--- config.mk ---
export PLATFORM = sky130hd
export DESIGN_NAME = counter_down_timer
export DESIGN_NICKNAME = d
export VERILOG_FILES = /design/src/rtl/counter_down_timer.sv
export SDC_FILE = /design/constraint.sdc
export NUM_CORES = 1
export LEC_CHECK = 0
export ABC_CLOCK_PERIOD_IN_PS = 2400
export CORE_UTILIZATION = 47
export DETAILED_ROUTE_END_ITERATION = 12
export PLACE_DENSITY = 0.76
export SLEW_MARGIN = 20
export SYNTH_ARGS = -nofsm -noshare
export SYNTH_HDL_FRONTEND = slang
export SYNTH_SLANG_ARGS = --single-unit
--- constraint.sdc ---
create_clock -name clk -period 2.4 [get_ports clk]
set_input_delay 0.24 -clock clk [delete_from_list [all_inputs] [get_ports clk]]
set_output_delay 0.24 -clock clk [all_outputs]
set_load 0.02 [all_outputs]
--- src/rtl/counter_down_timer.sv ---
// Loadable down-counting timer with one-shot or periodic reload.
// It pulses underflow for one cycle at terminal count and reports busy/done.
module counter_down_timer #(
  parameter int unsigned WIDTH = 32
) (
  input  logic             clk,
  input  logic             rst_n,
  input  logic             load,
  input  logic [WIDTH-1:0] load_value,
  input  logic             start,
  input  logic             stop,
  input  logic             auto_reload,
  output logic [WIDTH-1:0] count,
  output logic             underflow,
  output logic             busy,
  output logic             done
);

  typedef enum logic [1:0] {
    IDLE  = 2'd0,
    RUN   = 2'd1,
    PAUSE = 2'd2,
    DONE  = 2'd3
  } state_e;

  localparam logic [WIDTH-1:0] CNT_ONE  = WIDTH'(1);
  localparam logic [WIDTH-1:0] CNT_ZERO = WIDTH'(0);

  state_e           state_q, state_d;
  logic [WIDTH-1:0] count_q, count_d;
  logic [WIDTH-1:0] reload_q, reload_d;
  logic             underflow_q, underflow_d;
  logic             busy_q, busy_d;
  logic             done_q, done_d;

  // start is honoured only when neither load nor stop is asserted.
  logic start_ok;
  assign start_ok = start && !stop;

  always_ff @(posedge clk or negedge rst_n) begin
    if (!rst_n) begin
      state_q     <= IDLE;
      count_q     <= CNT_ZERO;
      reload_q    <= CNT_ZERO;
      underflow_q <= 1'b0;
      busy_q      <= 1'b0;
      done_q      <= 1'b0;
    end else begin
      state_q     <= state_d;
      count_q     <= count_d;
      reload_q    <= reload_d;
      underflow_q <= underflow_d;
      busy_q      <= busy_d;
      done_q      <= done_d;
    end
  end

  always_comb begin
    state_d     = state_q;
    count_d     = count_q;
    reload_d    = reload_q;
    underflow_d = 1'b0;

    if (load) begin
      count_d  = load_value;
      reload_d = load_value;
      state_d  = IDLE;
    end else begin
      case (state_q)
        IDLE: begin
          if (start_ok && (count_q != CNT_ZERO)) state_d = RUN;
        end
        RUN: begin
          if (stop) begin
            state_d = PAUSE;
          end else if (count_q == CNT_ZERO) begin
            // Unreachable under legal control; park in DONE without a pulse.
            state_d = DONE;
          end else if (count_q == CNT_ONE) begin
            underflow_d = 1'b1;
            if (auto_reload) begin
              count_d = reload_q;
            end else begin
              count_d = CNT_ZERO;
              state_d = DONE;
            end
          end else begin
            count_d = count_q - CNT_ONE;
          end
        end
        PAUSE: begin
          if (start_ok) state_d = RUN;
        end
        DONE: begin
          if (start_ok && (reload_q != CNT_ZERO)) begin
            count_d = reload_q;
            state_d = RUN;
          end
        end
        default: state_d = IDLE;
      endcase
    end

    // Status flags are registered copies of the next-state decode.
    busy_d = (state_d == RUN);
    done_d = (state_d == DONE);
  end

  assign count     = count_q;
  assign underflow = underflow_q;
  assign busy      = busy_q;
  assign done      = done_q;

endmodule

==> flow_summary_export.csv <==
group,metric,value,unit
timing,finalSetupViolations,0,
timing,slew_viol_final,0,
timing,min_period_over_period,95.5,%
route,wl,11400,um
global_routing,gr-total-overflow,0,
power,leakage,2.12,nW
layout,area_growth_syn_to_layout,35.9,%
power,intPower,0.00212,W
logic_synthesis,syn_inst,381,
place,dpl_cell_area,4880,um^2
clocking,clock_latency,340,ps
die,io_pins,73,
place,hpwl,8580,um
timing,relSlewSlack,55.6,%
die,fp.dieW,91.4,um
layout,fin_nets,532,
global_routing,antenna_found_initial,0,
power,p_sw_share,32.0,%
logic_synthesis,synthFlopType,"dfrtp_1",
power,comb_power_share,29.6,%
route,viasPerCell,6.28,
layout,drive_gt1_share,19.3,%
power,ir_drop,343,uV
power,power.net_switching,0.00100,W
worst_setup_path,critPathArrivalTime,2530,ps
global_routing,grt_pass1_wl,18800,um
logic_synthesis,async_reset_ff_share,100,%
place,port_buffers,72,
global_routing,grt_max_degree,30,
layout,num-fill-cells,609,
worst_setup_path,crit_path_max_fanout,6,
die,dieArea,8350,um^2
clocking,cts_buffers,9,
route,drc,0,
clocking,htree_num_levels,3,
logic_synthesis,yosys_warnings,0,
clocking,cts_sinks,69,
clocking,cts_tree,"done",
route,wl_per_cell,19.2,um
route,vias,3738,
logic_synthesis,synth-seq-cells,69,
logic_synthesis,synth_edf_count,0,
timing,fin_crit,2290,ps
flow_run,cap_violations,0,
power,p_clk_share,25.5,%
clocking,cts_buffer_depth,2,
layout,final_area,5100,um^2
place,gp_congestion,0.945,
layout,final_core_util,66.0,%
route,drt-pass1-iter-count,5,
worst_setup_path,worstSetupPathType,"register to register",
timing,fin_skew,7.78,ps
global_routing,grt_util_all_layers,28.9,%
layout,n_antenna_cell,0,
route,ant_nets,0,
clocking,path_clk_slew,70,ps
worst_hold_path,min_path_type,"input pin to register",
die,initial_core_util,48.6,%
logic_synthesis,ys_seq_area_share,46.0,%
power,pwr_density_cell,612,nW/um^2
logic_synthesis,synth_fp_nets,422,
worst_setup_path,required,2630,ps
timing,hold_viol,0,
die,core-area,7730,um^2
timing,tightest_slew,666,ps
run_status,outcome,"complete, no violations",
worst_setup_path,worstSetupStartpointType,"register",
timing,fmax,436,MHz
die,fp-row-count,32,
logic_synthesis,syn_area_per_cell,9.85,um^2
timing,worst_slack,108,ps
die,die_y,91.4,um
logic_synthesis,syn-cell-area,3750,um^2
logic_synthesis,yosysUniqueCellTypes,52,
worst_setup_path,cp-end-kind,"register",
power,power_frac_seq,45.0,%
place,pre_cts_slack,44.5,ps
global_routing,grt_pass1_vias,3758,
route,drt_iter0_markers,457,
clocking,cts-root-buf,"clkbuf_8",
## power groups by stage
stage | Clock (W) | Sequential [W] | Combinational, W
floorplan | 0 | 0.00152 | 0.000326
global placement | 0 | 0.00142 | 0.000894
detailed placement | 0 | 0.00142 | 0.000908
CTS | 0.000802 | 0.00140 | 0.000915
global route | 0.000849 | 0.00142 | 0.000989
finish | 0.000796 | 0.00141 | 0.000923
## per-layer routing
layer | GRT usage (%) | wire, um
met3 | 3.77 | 765
met2 | 49.4 | 5660
met1 | 36.6 | 4730
met4 | 12.4 | 244
met5 | 0 | 0
## layout make-up
class                   count  area, um^2  area share, %
multi-input cells         274        1890           37.1
repair buffers            124        1160           22.7
flip-flops and latches     69        1730           33.8
well taps                 102         128           2.50
clock buffers              10         138           2.70
clock inverters             3        15.0          0.294
inverters                  13        48.8          0.956
## final timing paths
kind,slack (ps),endpoint,start,cells after the start
worst max-delay path,110,count[19]$_DFFE_PN0P_,count[1]$_DFFE_PN0P_,9
worst min-delay path,220,underflow$_DFF_PN0_,load,2
worst min register to register,520,reload_q[18]$_DFFE_PN0P_,reload_q[18]$_DFFE_PN0P_,1
min in group asynchronous,460,count[7]$_DFFE_PN0P_,rst_n,2
worst max register to register,110,count[19]$_DFFE_PN0P_,count[1]$_DFFE_PN0P_,9
max in group asynchronous,1210,reload_q[28]$_DFFE_PN0P_,rst_n,3
## state kept, by name, indices dropped and copies added, names as in the netlist
name       flops
state_q        2
underflow      1
reload_q      32
count         32
busy           1
done           1
## cell usage in the layout (no fill, tap or decap), types with 2 or more instances in the layout
master / instances
dfrtp_1: 69
a21o_1: 14
nor2b_1: 3
a222oi_1: 4
ha_1: 3
nor3_1: 22
mux2_2: 16
a21oi_1: 11
buf_12: 3
clkinv_2: 3
a22oi_1: 2
or2_2: 2
a221oi_1: 21
buf_2: 2
o22ai_1: 5
nor2_1: 21
a2bb2oi_1: 2
clkbuf_8: 10
nand4_1: 5
nor4_1: 23
nor2_4: 2
nand2_1: 13
xnor2_1: 2
buf_4: 44
nand3_1: 5
a221oi_2: 2
or4_1: 2
inv_1: 12
and2_1: 16
buf_6: 4
clkdlybuf4s50_1: 70
o21ai_0: 26
o2bb2ai_1: 21
or3_1: 7
## per-stage QoR
step	hold WS, ps	instances	setup TNS [ps]	power, W
after floorplan	-55.6	381	0	0.00185
after global placement	287	579	0	0.00231
after detailed placement	297	579	0	0.00233
after CTS	206	593	0	0.00312
after global routing	227	595	-37.0	0.00326
final	216	595	0	0.00312
## cell families (layout without fill, tap and decap cells)
family / after synthesis / in the layout / synth area share [%]
multiplexers: 16 / 16 / 4.80
flip-flops: 69 / 69 / 46.0
buffers and inverters: 38 / 150 / 4.60
AND/OR/NAND/NOR: 133 / 133 / 19.7
XOR/XNOR: 3 / 3 / 0.700
AO/OA/AOI/OAI: 119 / 119 / 23.2
adder cells (fa/ha/maj): 3 / 3 / 1.00
## cells in the mapped netlist, types with 11 or more instances
master,instances,area share (%)
mux2_2,16,4.8
dfrtp_1,69,46
o2bb2ai_1,21,4.9
a221oi_1,23,5.4
a21o_1,14,2.8
a21oi_1,11,1.5
and2_1,16,2.7
nor3_1,22,2.9
o21ai_0,26,3.5
nor2_1,22,2.2
clkbuf_1,13,1.3
nor4_1,24,4.0
inv_1,12,1.2
nand2_1,14,1.4
## critical path, stage by stage, from the launching register on
cell	delay [ps]
dfrtp_1	400
inv_1	110
ha_1	240
and2_1	170
a41oi_1	310
nor2_2	80
buf_4	160
buf_4	150
a221o_1	340
a22o_1	220
## repair_timing
action | 4_1_cts | 5_1_grt
gates resized for setup | 0 | 12
hold buffers | 1 | 0
hold endpoints to repair | 23 | 0
setup endpoints to repair | 0 | 27
setup buffers | 0 | 2
No activity file was read; power rests on OpenSTA's default activity.
